**src/rtl/imem_boot_loader_if.sv**
```systemverilog
// imem_boot_loader_if: host-side control, byte stream and imem write port of the boot loader.
interface imem_boot_loader_if;
   logic        start;
   logic [6:0]  word_count;
   logic [7:0]  rx_data;
   logic        rx_valid;
   logic        rx_ready;
   logic        mem_we;
   logic [31:0] mem_addr;
   logic [31:0] mem_wd;
   logic        core_reset;
   logic        busy;
   logic        done;
   logic        error;
   logic [6:0]  words_loaded;
   modport master (
      output start, word_count, rx_data, rx_valid,
      input  rx_ready, mem_we, mem_addr, mem_wd, core_reset, busy, done, error, words_loaded
   );
   modport slave (
      input  start, word_count, rx_data, rx_valid,
      output rx_ready, mem_we, mem_addr, mem_wd, core_reset, busy, done, error, words_loaded
   );
endinterface

```
**src/rtl/imem_boot_loader.sv**
```systemverilog
// imem_boot_loader: loads little-endian words from a byte stream into imem, verifies an XOR
// checksum byte and releases the core from reset only after a clean load.
module imem_boot_loader #(
   parameter int          DEPTH     = 64,
   parameter logic [31:0] BASE_ADDR = 32'h0000_0000
) (
   input logic clk,
   input logic reset,
   imem_boot_loader_if.slave bus
);
   typedef enum logic [2:0] {IDLE, LOAD, CHECK, DONE, ERROR} state_t;
   state_t      state;
   logic [6:0]  cnt;
   logic [1:0]  bidx;
   logic [7:0]  csum;
   logic [23:0] acc;
   logic        xfer;
   logic        bad;
   assign xfer = bus.rx_valid && bus.rx_ready;
   assign bad  = bus.word_count == 7'd0 || {25'd0, bus.word_count} > 32'(DEPTH);
   always_ff @(posedge clk or posedge reset) begin
      if (reset) begin
         state            <= IDLE;
         cnt              <= '0;
         bidx             <= '0;
         csum             <= '0;
         acc              <= '0;
         bus.rx_ready     <= 1'b0;
         bus.mem_we       <= 1'b0;
         bus.mem_addr     <= BASE_ADDR;
         bus.mem_wd       <= '0;
         bus.core_reset   <= 1'b1;
         bus.busy         <= 1'b0;
         bus.done         <= 1'b0;
         bus.error        <= 1'b0;
         bus.words_loaded <= '0;
      end else begin
         bus.mem_we <= 1'b0;
         case (state)
            IDLE, DONE, ERROR: if (bus.start) begin
               bus.done       <= 1'b0;
               bus.core_reset <= 1'b1;
               if (bad) begin
                  state     <= ERROR;
                  bus.error <= 1'b1;
               end else begin
                  state            <= LOAD;
                  cnt              <= bus.word_count;
                  csum             <= '0;
                  bidx             <= '0;
                  bus.words_loaded <= '0;
                  bus.mem_addr     <= BASE_ADDR;
                  bus.rx_ready     <= 1'b1;
                  bus.busy         <= 1'b1;
                  bus.error        <= 1'b0;
               end
            end
            LOAD: if (xfer) begin
               csum <= csum ^ bus.rx_data;
               bidx <= bidx + 2'd1;
               if (bidx == 2'd3) begin
                  // the write becomes visible the cycle after the 4th byte, with the pre-increment address
                  bus.mem_we       <= 1'b1;
                  bus.mem_wd       <= {bus.rx_data, acc};
                  bus.mem_addr     <= BASE_ADDR + {23'd0, bus.words_loaded, 2'b00};
                  bus.words_loaded <= bus.words_loaded + 7'd1;
                  if (bus.words_loaded + 7'd1 == cnt) state <= CHECK;
               end else begin
                  acc[{bidx, 3'b000} +: 8] <= bus.rx_data;
               end
            end
            CHECK: if (xfer) begin
               bus.rx_ready <= 1'b0;
               bus.busy     <= 1'b0;
               if (bus.rx_data == csum) begin
                  state          <= DONE;
                  bus.done       <= 1'b1;
                  bus.core_reset <= 1'b0;
               end else begin
                  state     <= ERROR;
                  bus.error <= 1'b1;
               end
            end
            default: state <= IDLE;
         endcase
      end
   end
endmodule
```
**src/flat_wrapper.sv**
```systemverilog
// flat-port wrapper written by rule: the top's interface ports become plain ports
module imem_boot_loader_flat 
#(
   parameter int          DEPTH     = 64,
   parameter logic [31:0] BASE_ADDR = 32'h0000_0000
)
  (clk, reset, bus_start, bus_word_count, bus_rx_data, bus_rx_valid, bus_rx_ready, bus_mem_we, bus_mem_addr, bus_mem_wd, bus_core_reset, bus_busy, bus_done, bus_error, bus_words_loaded);
  imem_boot_loader_if bus_i ();
  input logic clk;
  input logic reset;
  input wire logic [$bits(bus_i.start)-1:0] bus_start;
  input wire logic [$bits(bus_i.word_count)-1:0] bus_word_count;
  input wire logic [$bits(bus_i.rx_data)-1:0] bus_rx_data;
  input wire logic [$bits(bus_i.rx_valid)-1:0] bus_rx_valid;
  output wire logic [$bits(bus_i.rx_ready)-1:0] bus_rx_ready;
  output wire logic [$bits(bus_i.mem_we)-1:0] bus_mem_we;
  output wire logic [$bits(bus_i.mem_addr)-1:0] bus_mem_addr;
  output wire logic [$bits(bus_i.mem_wd)-1:0] bus_mem_wd;
  output wire logic [$bits(bus_i.core_reset)-1:0] bus_core_reset;
  output wire logic [$bits(bus_i.busy)-1:0] bus_busy;
  output wire logic [$bits(bus_i.done)-1:0] bus_done;
  output wire logic [$bits(bus_i.error)-1:0] bus_error;
  output wire logic [$bits(bus_i.words_loaded)-1:0] bus_words_loaded;
  assign bus_i.start = bus_start;
  assign bus_i.word_count = bus_word_count;
  assign bus_i.rx_data = bus_rx_data;
  assign bus_i.rx_valid = bus_rx_valid;
  assign bus_rx_ready = bus_i.rx_ready;
  assign bus_mem_we = bus_i.mem_we;
  assign bus_mem_addr = bus_i.mem_addr;
  assign bus_mem_wd = bus_i.mem_wd;
  assign bus_core_reset = bus_i.core_reset;
  assign bus_busy = bus_i.busy;
  assign bus_done = bus_i.done;
  assign bus_error = bus_i.error;
  assign bus_words_loaded = bus_i.words_loaded;
  imem_boot_loader #(.DEPTH(DEPTH), .BASE_ADDR(BASE_ADDR)) u_core (.clk(clk), .reset(reset), .bus(bus_i));
endmodule
```
**config.mk**
```make
export PLATFORM = sky130hd
export DESIGN_NAME = imem_boot_loader_flat
export DESIGN_NICKNAME = d
export VERILOG_FILES = /design/src/rtl/imem_boot_loader_if.sv /design/src/rtl/imem_boot_loader.sv /design/src/flat_wrapper.sv
export SDC_FILE = /design/constraint.sdc
export NUM_CORES = 1
export LEC_CHECK = 0
export CELL_PAD_IN_SITES_DETAIL_PLACEMENT = 1
export CELL_PAD_IN_SITES_GLOBAL_PLACEMENT = 1
export CORE_ASPECT_RATIO = 0.9
export CORE_MARGIN = 3
export CORE_UTILIZATION = 35
export DETAILED_ROUTE_END_ITERATION = 8
export PLACE_DENSITY = 0.75
export SLEW_MARGIN = 10
export SYNTH_ARGS = -nofsm -noshare
export SYNTH_HDL_FRONTEND = slang
export SYNTH_SLANG_ARGS = --single-unit
```
**constraint.sdc**
```tcl
create_clock -name clk -period 3.5 [get_ports clk]
set_clock_uncertainty 0.2 [all_clocks]
set_input_delay 1.05 -clock clk [delete_from_list [all_inputs] [get_ports clk]]
set_output_delay 1.05 -clock clk [all_outputs]
set_load 0.01 [all_outputs]
```
==> qor.yml <==
status:
  status: "finished, final reports clean"
hold_path:
  min_from: "u_core.bus.mem_wd[19]"
  hp-class: "flop to flop"
  min_path_cells: 2
  min_to: "u_core.bus.mem_wd[19]"
layout:
  nets: 575
  nFillCells: 1428
  area.growth.synth_to_final_pct: 27.35
  instances_no_fill: 715
  layout-drive-gt1-share: 0.09910
  area.sequential_um2: 2379
  diodes: 0
  multi_input_area_um2: 1833
global_route:
  gr-total-overflow: 0
  grt_first_pass_wirelength_um: 19600
  grt.total_usage: 0.1692
  antenna_found_initial: 0
  grt_pass1_vias: 3798
  grt_max_degree: 41
floorplan:
  core_area_um2: 12360
  start_util: 0.3664
  boundaryPins: 96
  die_h_um: 113.9
  dieArea_um2: 14340
  fp.dieW_um: 125.9
  placementRows: 38
sta:
  min_period_over_period: 0.8916
  final_hold_viol_count: 0
  setup_slack_ps: 379.5
  slew_violations: 0
  setup_viol: 0
  rsz0062_at_grt: "false"
  final.setup.tns_ps: 0
  relSlewSlack: 0.4289
  timing.fmax_ghz: 0.3205
  worst_slew_pin_slew_ps: 850.1
  min_period_ps: 3120
drt:
  drc: 0
  vias: 3563
  final_antenna_net_count: 0
  dr.pass1.iters: 4
  viasPerCell: 4.983
  drt-wirelength-per-cell_um: 16.30
  routed_wl_um: 11660
  drt_iter0_markers: 212
critical_path:
  required_ps: 3530
  cp_data_arrival_time_ps: 3150
  rr_endpoint: "u_core.state[0]"
  timing.reg2reg.setup_slack_ps: 1030
  regToRegStartpoint: "u_core.bus.words_loaded[0]"
  critPathLaunchType: "input pin"
  criticalPathCategory: "input pin to flop"
  cp_num_buf_inv: 2
  critical_path.max_stage_delay_ps: 550
  end_kind: "flop"
  critPathSlowestCell: "or4_4"
  path_cells: "clkdlybuf4s50_1, or4_4, or4_1, buf_4, a31oi_1, and4_1, o21ai_0"
  path_max_fanout: 5
  cp_top_family: "simple AND/OR/NAND/NOR gates"
  critPathLaunch: "bus_word_count[1]"
  worst-r2r-cell-count: 6
synth:
  yosysTopAreaCell: "dfrtp_1"
  ys_types: 47
  yosys-top-cells-area: "dfrtp_1, o21ai_0, nand2_1"
  postSynthCellCount: 470
  yosysSeqAreaShare: 0.5251
  synth_edf_count: 0
  async_reset_ff_frac: 1.000
  ys_ff_latch: 95
  synth_warnings: 0
  yosys.area.top_type_share: 0.5193
  syn-cell-area_um2: 4529
  syn_area_per_cell_um2: 9.637
  synth_ff_type: "dfrtp_1"
pwr:
  irDropWorstVdd_mv: 0.2577
  leakage_uw: 0.002776
  power_density_nw_per_um2: 396.4
job:
  max_cap_violations: 0
clock_network:
  insertion_delay_ps: 350
  cts_inserted_buffers: 9
  htreeDepth: 3
  hold_buffers: 0
  post_cts_buffers: 0
  clock-sinks: 95
  cts_tree: "built"
  clk_pin_slew_worst_paths_ps: 70
  clockRootBuffer: "clkbuf_16"
  clockBufferDepth: 2
  cts_resized: 0
place:
  dp_hpwl_um: 8247
  io_buffers: 70
  dp_cells: 699
  place_ws_ps: 12.86
  gp_congestion: 0.8414
## per-stage QoR
stage / area [µm²] / utilization / total power [µW] / hold slack [ps]
detailed placement: 5439 / 0.4400 / 1214 / 264.2
floorplan: 4623 / - / 1175 / 292.5
CTS: 5768 / 0.4666 / 2317 / 286.2
finish: 5768 / 0.4666 / 2286 / 277.6
global route: 5768 / 0.4666 / 2370 / 328.4
global placement: 5439 / 0.4400 / 1211 / 265.9
## cells in the mapped netlist (3+ instances only)
cell type,instances
o31ai_1,4
ha_1,6
mux2i_1,8
and3_1,5
nor3b_2,3
nand3b_1,3
xnor2_1,6
nor2_1,6
nand3_1,34
buf_4,26
nor3b_1,9
dfrtp_1,94
a31oi_1,3
o21ai_0,67
clkbuf_1,15
a21oi_1,6
xor2_1,10
mux2_2,7
nand2_1,73
nor3_1,4
buf_2,3
inv_1,31
nand4_1,3
a21o_1,11
and2_1,5
## power by group
part | total (µW) | switching (µW) | internal (µW) | leakage, µW
Combinational | 93.5 | 59.1 | 34.4 | 0.00143
Clock | 1100 | 458 | 638 | 0.000160
Sequential | 1100 | 0 | 1100 | 0.00118
Total | 2290 | 517 | 1770 | 0.00278
## how the worst max path moves through the flow
stage	endpoint	slack, ps	depth (start not counted)
3_3_place_gp	u_core.cnt[2]	100	6
4_1_cts	u_core.state[0]	390	7
3_5_place_dp	u_core.state[0]	10	7
2_1_floorplan	u_core.csum[0]	470	7
5_1_grt	u_core.bus.words_loaded[5]	260	8
6_report	u_core.state[0]	380	7
## layout make-up
class | instances | area share
sequential | 95 | 0.4124
multi-input combinational | 320 | 0.3178
timing repair buffer | 92 | 0.1566
clock buffer | 9 | 0.03905
tap | 160 | 0.03471
inverter | 32 | 0.02148
clock inverter | 7 | 0.01800
## placed cells by master (no fill, tap or decap), drive strengths merged, types with 2 or more instances in the layout
master and n:
buf 22, o22ai 2, nor3b 12, bufinv 2
nand3b 3, dfrtp 94, a31oi 3, clkinv 2
conb 25, clkbuf 9, a21oi 6, xnor2 6
nand4 3, o31ai 4, nor2 6, clkinvlp 2
o21ai 67, a211o 2, inv 33, and2 5
nand2 73, ha 6, and3 5, nor3 4
or4 2, a21o 11, a31o 2, mux2 7
nor2b 2, nor4 2, clkdlybuf4s50 70, nand3 34
mux2i 8, xor2 10
## metal layers
| metal | wire length (µm) | global-route usage |
|---|---|---|
| met3 | 591 | 0.04682 |
| met2 | 5378 | 0.2691 |
| met5 | 0 | 0 |
| met4 | 146 | 0.04432 |
| met1 | 5542 | 0.2302 |
## worst register-to-register path, cell delays in order, from the launching register on
cell and delay [ps]:
dfrtp_1 550, ha_1 320, and3_1 270, a21oi_1 90, nor4b_1 560, and4_1 280
o21ai_0 80
## logic make-up after synthesis
kind of cell | synth area share
other | 0.0008279
multiplexers | 0.03508
adder cells (fa/ha/maj) | 0.01657
AO/OA/AOI/OAI | 0.1271
AND/OR/NAND/NOR | 0.1732
XOR/XNOR | 0.03094
flip-flops | 0.5251
buffers and inverters | 0.09116
## sequential cells by signal, indices dropped and copies added (netlist names), 2 cells and up
register	count
u_core.cnt	7
u_core.bus.mem_addr	7
u_core.acc	24
u_core.state	3
u_core.bus.words_loaded	7
u_core.csum	8
u_core.bus.mem_wd	32
u_core.bidx	2
No activity file was read; power rests on OpenSTA's default activity.
